===== src/rtl/uart_pkg.sv =====
// uart_pkg: frame constants, the shared FSM state type and the divisor
// helper for the 8N1 UART front end of the AES link.
// No ports. Imported by uart_if, uart_baud_gen and uart_core.
package uart_pkg;

  localparam int   DATA_BITS  = 8;
  localparam int   OVERSAMPLE = 16;
  localparam logic START_LVL  = 1'b0;
  localparam logic STOP_LVL   = 1'b1;

  typedef enum logic [1:0] {IDLE, START, DATA, STOP} uart_state_e;

  // Clocks per tick for a given oversample factor, rounded down and
  // never below one so very slow clocks still produce a tick every cycle.
  function automatic int calc_div(input int clk_freq, input int baud, input int oversample);
    int d;
    d = clk_freq / (baud * oversample);
    return (d < 1) ? 1 : d;
  endfunction

endpackage


===== src/rtl/uart_if.sv =====
// uart_if: byte-level handshake plus serial pins of the UART.
// Signals:
//   txBegin  transmit request          din      byte to send (din[0] first)
//   txBusy   frame in progress         tx       serial output, idle high
//   rx       serial input, async       rxRdy    byte held in dout
//   rxRdyClr clears rxRdy              dout     last received byte
// Modports: master = byte controller / line driver, slave = uart_core.
interface uart_if;
  import uart_pkg::*;

  logic                 txBegin;
  logic [DATA_BITS-1:0] din;
  logic                 rxRdyClr;
  logic                 rx;
  logic                 tx;
  logic                 txBusy;
  logic                 rxRdy;
  logic [DATA_BITS-1:0] dout;

  modport master (
    output txBegin, din, rxRdyClr, rx,
    input  tx, txBusy, rxRdy, dout
  );

  modport slave (
    input  txBegin, din, rxRdyClr, rx,
    output tx, txBusy, rxRdy, dout
  );

endinterface


===== src/rtl/uart_baud_gen.sv =====
// uart_baud_gen: timing strobes for the UART.
// Ports:
//   clock, reset  system clock, synchronous active-high reset
//   tx_clr        holds the bit counter at zero while the transmitter idles,
//                 so the first bit period starts exactly at frame accept
//   tx_strobe     high on the last clock of each transmit bit period
//   rx_tick       free-running 16x oversample tick for the receiver
module uart_baud_gen #(
  parameter int TX_DIV = 434,
  parameter int RX_DIV = 27
) (
  input  logic clock,
  input  logic reset,
  input  logic tx_clr,
  output logic tx_strobe,
  output logic rx_tick
);

  localparam int TX_W = (TX_DIV > 1) ? $clog2(TX_DIV) : 1;
  localparam int RX_W = (RX_DIV > 1) ? $clog2(RX_DIV) : 1;
  localparam logic [TX_W-1:0] TX_LAST = TX_W'(TX_DIV - 1);
  localparam logic [RX_W-1:0] RX_LAST = RX_W'(RX_DIV - 1);

  logic [TX_W-1:0] tx_cnt_q, tx_cnt_d;
  logic [RX_W-1:0] rx_cnt_q, rx_cnt_d;

  always_comb begin
    tx_strobe = (tx_cnt_q == TX_LAST);
    rx_tick   = (rx_cnt_q == RX_LAST);
    tx_cnt_d  = (tx_clr || tx_strobe) ? '0 : tx_cnt_q + TX_W'(1);
    rx_cnt_d  = rx_tick ? '0 : rx_cnt_q + RX_W'(1);
  end

  always_ff @(posedge clock) begin
    if (reset) begin
      tx_cnt_q <= '0;
      rx_cnt_q <= '0;
    end else begin
      tx_cnt_q <= tx_cnt_d;
      rx_cnt_q <= rx_cnt_d;
    end
  end

endmodule


===== src/rtl/uart_core.sv =====
// uart_core: full-duplex 8N1 UART byte transceiver.
// Ports:
//   clock, reset  system clock, synchronous active-high reset
//   bus           uart_if.slave: txBegin/din/txBusy/tx on the transmit side,
//                 rx/rxRdy/rxRdyClr/dout on the receive side
// TX and RX run independently; all outputs are registered.
module uart_core
  import uart_pkg::*;
#(
  parameter int CLK_FREQ = 50_000_000,
  parameter int BAUD     = 115_200
) (
  input logic  clock,
  input logic  reset,
  uart_if.slave bus
);

  localparam int TX_DIV = calc_div(CLK_FREQ, BAUD, 1);
  localparam int RX_DIV = calc_div(CLK_FREQ, BAUD, OVERSAMPLE);
  localparam int IDX_W  = $clog2(DATA_BITS);
  localparam int CNT_W  = $clog2(OVERSAMPLE);
  localparam logic [IDX_W-1:0] IDX_LAST  = IDX_W'(DATA_BITS - 1);
  localparam logic [CNT_W-1:0] HALF_LAST = CNT_W'(OVERSAMPLE / 2 - 1);
  localparam logic [CNT_W-1:0] FULL_LAST = CNT_W'(OVERSAMPLE - 1);

  logic tx_strobe, rx_tick;

  uart_state_e          tx_state_q, tx_state_d;
  logic [DATA_BITS-1:0] tx_shift_q, tx_shift_d;
  logic [IDX_W-1:0]     tx_idx_q, tx_idx_d;
  logic                 tx_q, tx_d;
  logic                 tx_busy_q, tx_busy_d;

  uart_state_e          rx_state_q, rx_state_d;
  logic                 sync1_q, sync2_q;
  logic [CNT_W-1:0]     rx_cnt_q, rx_cnt_d;
  logic [IDX_W-1:0]     rx_idx_q, rx_idx_d;
  logic [DATA_BITS-1:0] rx_shift_q, rx_shift_d;
  logic                 rx_ferr_q, rx_ferr_d;
  logic                 rx_rdy_q, rx_rdy_d;
  logic [DATA_BITS-1:0] dout_q, dout_d;
  logic                 rx_done;

  uart_baud_gen #(.TX_DIV(TX_DIV), .RX_DIV(RX_DIV)) u_baud (
    .clock     (clock),
    .reset     (reset),
    .tx_clr    (tx_state_q == IDLE),
    .tx_strobe (tx_strobe),
    .rx_tick   (rx_tick)
  );

  // Transmitter: the shift register is consumed from bit 0, and the line
  // value for the next bit is registered on the strobe that ends the current one.
  always_comb begin
    tx_state_d = tx_state_q;
    tx_shift_d = tx_shift_q;
    tx_idx_d   = tx_idx_q;
    tx_d       = tx_q;
    tx_busy_d  = tx_busy_q;
    case (tx_state_q)
      IDLE: begin
        if (bus.txBegin && !tx_busy_q) begin
          tx_shift_d = bus.din;
          tx_idx_d   = '0;
          tx_d       = START_LVL;
          tx_busy_d  = 1'b1;
          tx_state_d = START;
        end
      end
      START: begin
        if (tx_strobe) begin
          tx_d       = tx_shift_q[0];
          tx_shift_d = tx_shift_q >> 1;
          tx_state_d = DATA;
        end
      end
      DATA: begin
        if (tx_strobe) begin
          if (tx_idx_q == IDX_LAST) begin
            tx_d       = STOP_LVL;
            tx_state_d = STOP;
          end else begin
            tx_d       = tx_shift_q[0];
            tx_shift_d = tx_shift_q >> 1;
            tx_idx_d   = tx_idx_q + IDX_W'(1);
          end
        end
      end
      STOP: begin
        if (tx_strobe) begin
          tx_busy_d  = 1'b0;
          tx_state_d = IDLE;
        end
      end
      default: tx_state_d = IDLE;
    endcase
  end

  always_ff @(posedge clock) begin
    if (reset) begin
      tx_state_q <= IDLE;
      tx_shift_q <= '0;
      tx_idx_q   <= '0;
      tx_q       <= 1'b1;
      tx_busy_q  <= 1'b0;
    end else begin
      tx_state_q <= tx_state_d;
      tx_shift_q <= tx_shift_d;
      tx_idx_q   <= tx_idx_d;
      tx_q       <= tx_d;
      tx_busy_q  <= tx_busy_d;
    end
  end

  // Receiver: all decisions use the synchronised line sync2_q. After a
  // framing error the FSM parks in STOP with rx_ferr set until the line idles.
  always_comb begin
    rx_state_d = rx_state_q;
    rx_cnt_d   = rx_cnt_q;
    rx_idx_d   = rx_idx_q;
    rx_shift_d = rx_shift_q;
    rx_ferr_d  = rx_ferr_q;
    dout_d     = dout_q;
    rx_done    = 1'b0;
    case (rx_state_q)
      IDLE: begin
        if (rx_tick && sync2_q == START_LVL) begin
          rx_cnt_d   = '0;
          rx_state_d = START;
        end
      end
      START: begin
        if (rx_tick) begin
          if (rx_cnt_q == HALF_LAST) begin
            rx_cnt_d   = '0;
            rx_idx_d   = '0;
            rx_state_d = (sync2_q == START_LVL) ? DATA : IDLE;
          end else begin
            rx_cnt_d = rx_cnt_q + CNT_W'(1);
          end
        end
      end
      DATA: begin
        if (rx_tick) begin
          if (rx_cnt_q == FULL_LAST) begin
            rx_cnt_d   = '0;
            rx_shift_d = {sync2_q, rx_shift_q[DATA_BITS-1:1]};
            if (rx_idx_q == IDX_LAST) rx_state_d = STOP;
            else                      rx_idx_d   = rx_idx_q + IDX_W'(1);
          end else begin
            rx_cnt_d = rx_cnt_q + CNT_W'(1);
          end
        end
      end
      STOP: begin
        if (rx_ferr_q) begin
          if (sync2_q == STOP_LVL) begin
            rx_ferr_d  = 1'b0;
            rx_state_d = IDLE;
          end
        end else if (rx_tick) begin
          if (rx_cnt_q == FULL_LAST) begin
            rx_cnt_d = '0;
            if (sync2_q == STOP_LVL) begin
              dout_d     = rx_shift_q;
              rx_done    = 1'b1;
              rx_state_d = IDLE;
            end else begin
              rx_ferr_d = 1'b1;
            end
          end else begin
            rx_cnt_d = rx_cnt_q + CNT_W'(1);
          end
        end
      end
      default: rx_state_d = IDLE;
    endcase
    // A completing byte takes priority over a simultaneous clear.
    rx_rdy_d = rx_rdy_q;
    if (bus.rxRdyClr) rx_rdy_d = 1'b0;
    if (rx_done)      rx_rdy_d = 1'b1;
  end

  always_ff @(posedge clock) begin
    if (reset) begin
      sync1_q    <= 1'b1;
      sync2_q    <= 1'b1;
      rx_state_q <= IDLE;
      rx_cnt_q   <= '0;
      rx_idx_q   <= '0;
      rx_shift_q <= '0;
      rx_ferr_q  <= 1'b0;
      rx_rdy_q   <= 1'b0;
      dout_q     <= '0;
    end else begin
      sync1_q    <= bus.rx;
      sync2_q    <= sync1_q;
      rx_state_q <= rx_state_d;
      rx_cnt_q   <= rx_cnt_d;
      rx_idx_q   <= rx_idx_d;
      rx_shift_q <= rx_shift_d;
      rx_ferr_q  <= rx_ferr_d;
      rx_rdy_q   <= rx_rdy_d;
      dout_q     <= dout_d;
    end
  end

  assign bus.tx     = tx_q;
  assign bus.txBusy = tx_busy_q;
  assign bus.rxRdy  = rx_rdy_q;
  assign bus.dout   = dout_q;

endmodule


===== src/flat_wrapper.sv =====
// flat-port wrapper written by rule: the top's interface ports become plain ports
module uart_core_flat import uart_pkg::*;
#(
  parameter int CLK_FREQ = 50_000_000,
  parameter int BAUD     = 115_200
)
  (clock, reset, bus_txBegin, bus_din, bus_rxRdyClr, bus_rx, bus_tx, bus_txBusy, bus_rxRdy, bus_dout);
  uart_if bus_i ();
  input logic clock;
  input logic reset;
  input wire logic [$bits(bus_i.txBegin)-1:0] bus_txBegin;
  input wire logic [$bits(bus_i.din)-1:0] bus_din;
  input wire logic [$bits(bus_i.rxRdyClr)-1:0] bus_rxRdyClr;
  input wire logic [$bits(bus_i.rx)-1:0] bus_rx;
  output wire logic [$bits(bus_i.tx)-1:0] bus_tx;
  output wire logic [$bits(bus_i.txBusy)-1:0] bus_txBusy;
  output wire logic [$bits(bus_i.rxRdy)-1:0] bus_rxRdy;
  output wire logic [$bits(bus_i.dout)-1:0] bus_dout;
  assign bus_i.txBegin = bus_txBegin;
  assign bus_i.din = bus_din;
  assign bus_i.rxRdyClr = bus_rxRdyClr;
  assign bus_i.rx = bus_rx;
  assign bus_tx = bus_i.tx;
  assign bus_txBusy = bus_i.txBusy;
  assign bus_rxRdy = bus_i.rxRdy;
  assign bus_dout = bus_i.dout;
  uart_core #(.CLK_FREQ(CLK_FREQ), .BAUD(BAUD)) u_core (.clock(clock), .reset(reset), .bus(bus_i));
endmodule

===== config.mk =====
export PLATFORM = sky130hd
export DESIGN_NAME = uart_core_flat
export DESIGN_NICKNAME = d
export VERILOG_FILES = /design/src/rtl/uart_pkg.sv /design/src/rtl/uart_if.sv /design/src/rtl/uart_baud_gen.sv /design/src/rtl/uart_core.sv /design/src/flat_wrapper.sv
export SDC_FILE = /design/constraint.sdc
export NUM_CORES = 1
export LEC_CHECK = 0
export BUFFER_PORTS_ARGS = -buffer_cell sky130_fd_sc_hd__buf_2
export CORE_UTILIZATION = 30
export DETAILED_ROUTE_END_ITERATION = 10
export PLACE_DENSITY = 0.54
export SLEW_MARGIN = 5
export SYNTH_ARGS = -nofsm -noshare
export SYNTH_HDL_FRONTEND = slang
export SYNTH_SLANG_ARGS = --single-unit

===== constraint.sdc =====
create_clock -name clock -period 2.2 [get_ports clock]
set_clock_uncertainty 0.2 [all_clocks]
set_input_delay 0.11 -clock clock [delete_from_list [all_inputs] [get_ports clock]]
set_output_delay 0.11 -clock clock [all_outputs]
set_load 0.05 [all_outputs]

==> results.py, run 1 <==
metrics = {
    "status": {
        "outcome": "finished clean",
    },
    "sta": {
        "tightest_slew_ps": 489,
        "tns_ps": 0,
        "fin_crit_sh_pct": 92.2,
        "setup_viol": 0,
        "fin_crit_ps": 2030,
        "rsz0062_at_grt": "false",
        "finalHoldViolCount": 0,
        "fmax_mhz": 493,
        "max-slew-margin-rel_pct": 67.4,
        "slew_viol_final": 0,
    },
    "die": {
        "start_util_pct": 31.1,
        "design.core.area_sq_um": 8760,
        "dieArea_sq_um": 9480,
        "die_w_um": 97.4,
        "ioPinCount": 24,
        "rows": 34,
        "die_h_um": 97.4,
    },
    "setup_path": {
        "critPathKind": "reg2reg",
        "arrival_ps": 2090,
        "crit_buf_inv": 0,
        "worstPathRequired_ps": 2260,
        "start_kind": "flop",
        "crit_slowest_cell": "a211o_1",
        "cp_top_family": "simple AND/OR/NAND/NOR gates",
        "cp_num_cells": 6,
        "crit_path_max_fanout": 6,
        "ff2ff_path_depth": 6,
        "path_cells": "ha_1 > ha_1 > nand4bb_1 > a211o_1 > or3_1 > a21oi_1",
        "slowest_delay_ps": 370,
        "worst_setup_path_end_kind": "flop",
        "cp_common_cell": "ha_1",
    },
    "power": {
        "swShare_pct": 30.5,
        "pwr-share-seq_pct": 37.4,
        "switching_power_mw": 0.985,
        "power_frac_comb_pct": 25.5,
        "ir_drop_mv": 0.329,
        "p_int_mw": 2.24,
        "p_clk_share_pct": 37.0,
        "power_density_nw_per_um2": 965,
        "leakagePower_nw": 1.29,
    },
    "final_layout": {
        "layout.nets": 363,
        "num-fill-cells": 890,
        "synthToLayoutAreaGrowth_pct": 22.5,
        "drive_above_1_share_pct": 16.7,
        "diodes": 0,
        "fin_area_sq_um": 3340,
    },
    "clock_network": {
        "ctsLongestPathBuffers": 2,
        "root_buffer": "clkbuf_8",
        "clk_latency_ps": 330,
        "cts_buffers": 9,
        "cts_htree_levels": 3,
        "cts_setup_buffers": 0,
        "cts_tree": "built",
        "clock-sinks": 58,
        "path_clk_slew_ps": 70,
    },
    "placement": {
        "hpwl_mm": 3.47,
        "place_area_sq_um": 2980,
        "place.gp.congestion": 0.772,
        "io_buffers": 23,
    },
    "yosys": {
        "yosysMostFrequentCell": "dfxtp_1",
        "ys_warn_count": 0,
        "synthCells": 296,
        "synth_cell_type_count": 48,
        "async_reset_ff_share_pct": 0,
        "syn-cell-area_sq_um": 2730,
        "synth_ff_type": "dfxtp_1",
        "synth_commonest_cells": "58 x dfxtp_1, 42 x nor2_1, 25 x mux2i_1",
        "synth_top_area_share_pct": 42.6,
        "synth_edf_count": 0,
        "syn_area_per_cell_sq_um": 9.21,
        "synth_area_leaders": "dfxtp_1 43%, mux2i_1 9.2%, ha_1 6.4%, nor2_1 5.8%, a21oi_1 4.2%",
        "ys_ff_latch": 58,
        "synth-seq-area-share_pct": 42.6,
        "syn_nets": 323,
        "yosysTopAreaCell": "dfxtp_1",
    },
    "routing": {
        "drc_errors": 0,
        "first_iter_violations": 60,
        "via_per_inst": 4.88,
        "routed_wirelength_mm": 5.07,
        "firstDrtPassIters": 4,
        "ant_nets": 0,
        "wl_per_cell_um": 11.3,
        "vias": 2191,
    },
    "grt": {
        "grt_max_degree": 24,
        "grt_overflow": 0,
        "antenna_found_initial": 0,
        "grt_usage_pct": 11.4,
        "grt_pass1_wl_mm": 8.91,
        "grt_pass1_vias": 1969,
    },
    "flow_run": {
        "maxCapViolations": 0,
    },
    "min_path": {
        "hp-class": "reg2reg",
        "min_path_cells": 1,
    },
}
[state kept, by name, summed over array words and instances, names as in the netlist, named ones only]
signal and flops:
u_core.u_baud.tx_cnt_q 9, u_core.bus.dout 8, u_core.rx_shift_q 8, u_core.tx_shift_q 8, u_core.u_baud.rx_cnt_q 5, u_core.rx_cnt_q 4
u_core.rx_idx_q 3, u_core.tx_idx_q 3, u_core.tx_state_q 2, u_core.bus.rxRdy 1, u_core.bus.tx 1, u_core.bus.txBusy 1
u_core.rx_ferr_q 1, u_core.rx_state_q 1, u_core.sync1_q 1, u_core.sync2_q 1
[final timing paths]
check | end | from | slack [ps]
min reg2reg | u_core.sync2_q$_SDFF_PP1_ | u_core.sync1_q$_SDFF_PP1_ | 210
max reg2reg | u_core.rx_idx_q[2]$_SDFFE_PP0P_ | u_core.rx_idx_q[0]$_SDFFE_PP0P_ | 170
max | u_core.rx_idx_q[2]$_SDFFE_PP0P_ | u_core.rx_idx_q[0]$_SDFFE_PP0P_ | 170
min | u_core.sync2_q$_SDFF_PP1_ | u_core.sync1_q$_SDFF_PP1_ | 210
[cell families (layout without fill, tap and decap cells)]
kind of cell	after synthesis	count (layout)	share of synthesized area (%)
buf+inv	25	70	3.90
xor+xnor	10	10	3.21
simple gates	106	106	20.4
fa+ha+maj	14	14	6.42
flops	58	58	42.6
compound gates	57	57	13.9
mux	26	26	9.59
[worst reg2reg max path: stages, from the launching register on]
cell and delay (ps):
dfxtp_1 320, ha_1 200, ha_1 200, nand4bb_1 180, a211o_1 370, or3_1 340, a21oi_1 150
[through the flow]
step	hold slack [ps]	total power, mW	util, %	instances	setup slack (ps)
after floorplan	13.8	1.86	-	296	155
after global placement	94.1	2.03	34.0	421	249
after detailed placement	99.0	2.05	34.0	421	179
after CTS	217	3.29	38.1	449	162
after global routing	235	3.44	38.1	449	26.8
final	215	3.23	38.1	449	171
[final cells by class]
class,count,area [sq um],share of cell area [%]
multi-input cells,213,1470,43.9
flip-flops and latches,58,1160,34.7
repair buffers,43,295,8.84
well taps,108,135,4.04
clock buffers,10,128,3.82
clock inverters,6,115,3.44
inverters,11,41.3,1.24
[power by group through the flow]
stage | combinational, mW | clock, mW | sequential (mW)
6_report | 0.824 | 1.20 | 1.21
5_1_grt | 0.948 | 1.27 | 1.22
4_1_cts | 0.839 | 1.24 | 1.21
3_5_place_dp | 0.817 | 0 | 1.23
3_3_place_gp | 0.804 | 0 | 1.23
2_1_floorplan | 0.602 | 0 | 1.26
[routing by layer]
layer	part of all wire, %	GRT usage (%)	up-vias	wire length [um]
met1	52	14.8	1020	2610
met5	0	0	-	0
met4	1.2	5.43	0	60
li1	-	-	1136	-
met3	3.2	3.24	4	160
met2	44	17.6	31	2230
[placed cells by master (no fill, tap or decap), types with 2 or more instances in the layout]
master	netlist	layout
ha_1	14	14
mux2i_1	25	25
or3_1	4	4
buf_2	4	23
a311oi_1	8	8
clkbuf_8	0	9
nor3_1	3	3
dlygate4sd3_1	0	12
xor2_1	3	3
a31oi_1	3	3
a211oi_1	2	2
inv_1	11	11
nand3_1	8	8
clkinv_4	0	2
bufinv_16	0	3
a21oi_1	23	23
o211a_1	2	2
o21ai_0	7	7
dfxtp_1	58	58
o32ai_1	3	3
xnor2_1	7	7
buf_4	0	8
nand2b_1	7	7
or2_2	5	5
nand4b_1	2	2
nand4bb_1	2	2
nor2b_1	3	3
and3_1	2	2
nand2_1	14	14
nor2_1	42	42
or4_1	4	4
[timing repair]
action,4_1_cts,5_1_grt
hold endpoints to repair,13,0
hold buffers,12,0
resized for setup,0,0
(Power assumes the default switching activity.)
==> inputs of run 2 (changes only) <==
==> constraint.sdc (replaced) <==
create_clock -name clock -period 2.2 [get_ports clock]
set_clock_uncertainty 0.2 [all_clocks]
set_input_delay 0.22 -clock clock [delete_from_list [all_inputs] [get_ports clock]]
set_output_delay 0.22 -clock clock [all_outputs]
set_load 0.05 [all_outputs]
==> run 2 against run 1 <==
  * Power down 7.5%
  * Worst hold slack worse by 160 ps
  * Via count decreased by 2.9%
  * Setup slack lost 39 ps
  * Global-route usage hardly changed
  * Routed wire length is 0.34% higher
  * Critical endpoint is now u_core.tx_idx_q[0]$_SDFFE_PP0P_
==> results.py, run 2 (synthesis results as in run 1) <==
metrics = {
    "status": {
        "outcome": "finished clean",
    },
    "sta": {
        "slew_viol_final": 0,
        "fin_crit_sh_pct": 94.0,
        "setup_viol": 0,
        "fmax_mhz": 484,
        "finalHoldViolCount": 0,
        "tns_ps": 0,
        "fin_crit_ps": 2070,
        "max-slew-margin-rel_pct": 66.5,
        "rsz0062_at_grt": "false",
        "whs_ps": 56.9,
        "tightest_slew_ps": 502,
    },
    "die": {
        "design.core.area_sq_um": 8760,
        "die_h_um": 97.4,
        "start_util_pct": 31.1,
        "dieArea_sq_um": 9480,
        "rows": 34,
        "die_w_um": 97.4,
        "ioPinCount": 24,
    },
    "power": {
        "pwr-share-seq_pct": 40.5,
        "power_density_nw_per_um2": 932,
        "ir_drop_mv": 0.321,
        "p_int_mw": 2.04,
        "leakagePower_nw": 1.23,
        "swShare_pct": 31.5,
        "switching_power_mw": 0.940,
        "p_clk_share_pct": 32.2,
        "power_frac_comb_pct": 27.3,
    },
    "flow_run": {
        "maxCapViolations": 0,
    },
    "routing": {
        "ant_nets": 0,
        "firstDrtPassIters": 4,
        "drc_errors": 0,
        "routed_wirelength_mm": 5.08,
        "via_per_inst": 4.86,
        "vias": 2128,
        "wl_per_cell_um": 11.6,
        "first_iter_violations": 56,
    },
    "grt": {
        "grt_max_degree": 29,
        "grt_pass1_wl_mm": 8.84,
        "grt_usage_pct": 11.4,
        "grt_overflow": 0,
        "grt_pass1_vias": 2010,
        "antenna_found_initial": 0,
    },
    "final_layout": {
        "largest_register_ffs": 9,
        "num-fill-cells": 904,
        "final_common_cell": "dfxtp_1",
        "seqCellArea_sq_um": 1160,
        "mostFrequentLayoutCells": "58 x dfxtp_1, 42 x nor2_1, 25 x mux2i_1, 23 x a21oi_1, 23 x buf_2",
        "drive_above_1_share_pct": 17.0,
        "multiInputGateArea_sq_um": 1470,
        "layout.nets": 354,
        "top_register": "u_core.u_baud.tx_cnt_q",
        "diodes": 0,
        "synthToLayoutAreaGrowth_pct": 17.3,
    },
    "min_path": {
        "min_to": "u_core.tx_shift_q[1]$_SDFFE_PP0P_",
        "min_path_cells": 3,
        "min_from": "bus_din[1]",
        "hp-class": "in2reg",
    },
    "setup_path": {
        "reg2reg_to": "u_core.tx_idx_q[0]$_SDFFE_PP0P_",
        "r2r_slack_ps": 130,
        "r2r_start": "u_core.tx_state_q[0]$_SDFFE_PP0P_",
        "crit_path_max_fanout": 7,
        "arrival_ps": 2130,
        "worstPathRequired_ps": 2260,
        "critPathKind": "reg2reg",
        "start_kind": "flop",
        "ff2ff_path_depth": 6,
        "worst_setup_path_end_kind": "flop",
    },
    "clock_network": {
        "clock-sinks": 58,
        "clk_latency_ps": 330,
        "cts_tree": "built",
        "ctsLongestPathBuffers": 2,
        "cts_htree_levels": 3,
        "path_clk_slew_ps": 70,
        "cts_buffers": 9,
        "root_buffer": "clkbuf_8",
    },
    "placement": {
        "place.gp.congestion": 0.766,
        "io_buffers": 23,
        "hpwl_mm": 3.45,
    },
}
-- run 2: cell types whose count changed in the layout (fill, tap and decap cells not counted) --
cell / delta
clkinv_2: +2
clkinv_4: -2
clkinvlp_4: -1
bufinv_16: -2
clkbuf_8: +2
dlygate4sd3_1: -9
clkbuf_1: -1
-- run 2: how the worst max path moves through the flow --
stage	from	cells past startpoint	slack [ps]	to
2_1_floorplan	u_core.tx_state_q[0]$_SDFFE_PP0P_	7	160	u_core.tx_shift_q[7]$_SDFFE_PP0P_
3_3_place_gp	u_core.rx_idx_q[0]$_SDFFE_PP0P_	6	250	u_core.rx_idx_q[1]$_SDFFE_PP0P_
3_5_place_dp	u_core.tx_state_q[0]$_SDFFE_PP0P_	6	170	u_core.tx_idx_q[0]$_SDFFE_PP0P_
4_1_cts	u_core.tx_state_q[0]$_SDFFE_PP0P_	6	130	u_core.tx_idx_q[0]$_SDFFE_PP0P_
5_1_grt	u_core.tx_state_q[0]$_SDFFE_PP0P_	7	20	u_core.tx_shift_q[3]$_SDFFE_PP0P_
6_report	u_core.tx_state_q[0]$_SDFFE_PP0P_	6	130	u_core.tx_idx_q[0]$_SDFFE_PP0P_
-- run 2: final cells by class --
class                   instances  area share [%]
multi-input cells             213            45.8
flip-flops and latches         58            36.3
repair buffers                 34            6.41
clock buffers                  11            4.73
well taps                     108            4.22
inverters                      11            1.29
clock inverters                 3            1.25
-- run 2: power groups by stage --
stage,combinational [mW],clock [mW],sequential (mW)
floorplan,0.602,0,1.26
global placement,0.804,0,1.23
detailed placement,0.807,0,1.23
CTS,0.817,1.00,1.21
global route,0.925,1.04,1.22
finish,0.814,0.961,1.21
-- run 2: metrics by stage --
stage,util (%),instances,power (mW),cell area (sq um),setup WS (ps)
2_1_floorplan,-,296,1.86,2730,155
3_3_place_gp,34.0,421,2.03,2980,248
3_5_place_dp,34.0,421,2.04,2980,166
4_1_cts,36.5,438,3.03,3200,133
5_1_grt,36.5,438,3.19,3200,17.3
6_report,36.5,438,2.98,3200,132
-- run 2: critical path, cell delays in order (launching register included) --
cell     delay (ps)
dfxtp_1         330
inv_1           130
ha_1            290
nor2b_1         280
nand3_1         150
or4_1           490
a21oi_1         130
-- run 2: layer usage --
layer / GRT usage, % / share of wire (%) / up-vias
li1: - / - / 1118
met1: 14.7 / 51 / 968
met2: 17.5 / 44 / 35
met3: 3.38 / 3.7 / 7
met4: 5.43 / 1.3 / 0
met5: 0 / 0 / -
-- run 2: repair_timing --
item | CTS | global route
hold buffers | 3 | 0
buffers inserted | 0 | 0
hold endpoints to repair | 3 | 0
gates resized for setup | 0 | 0
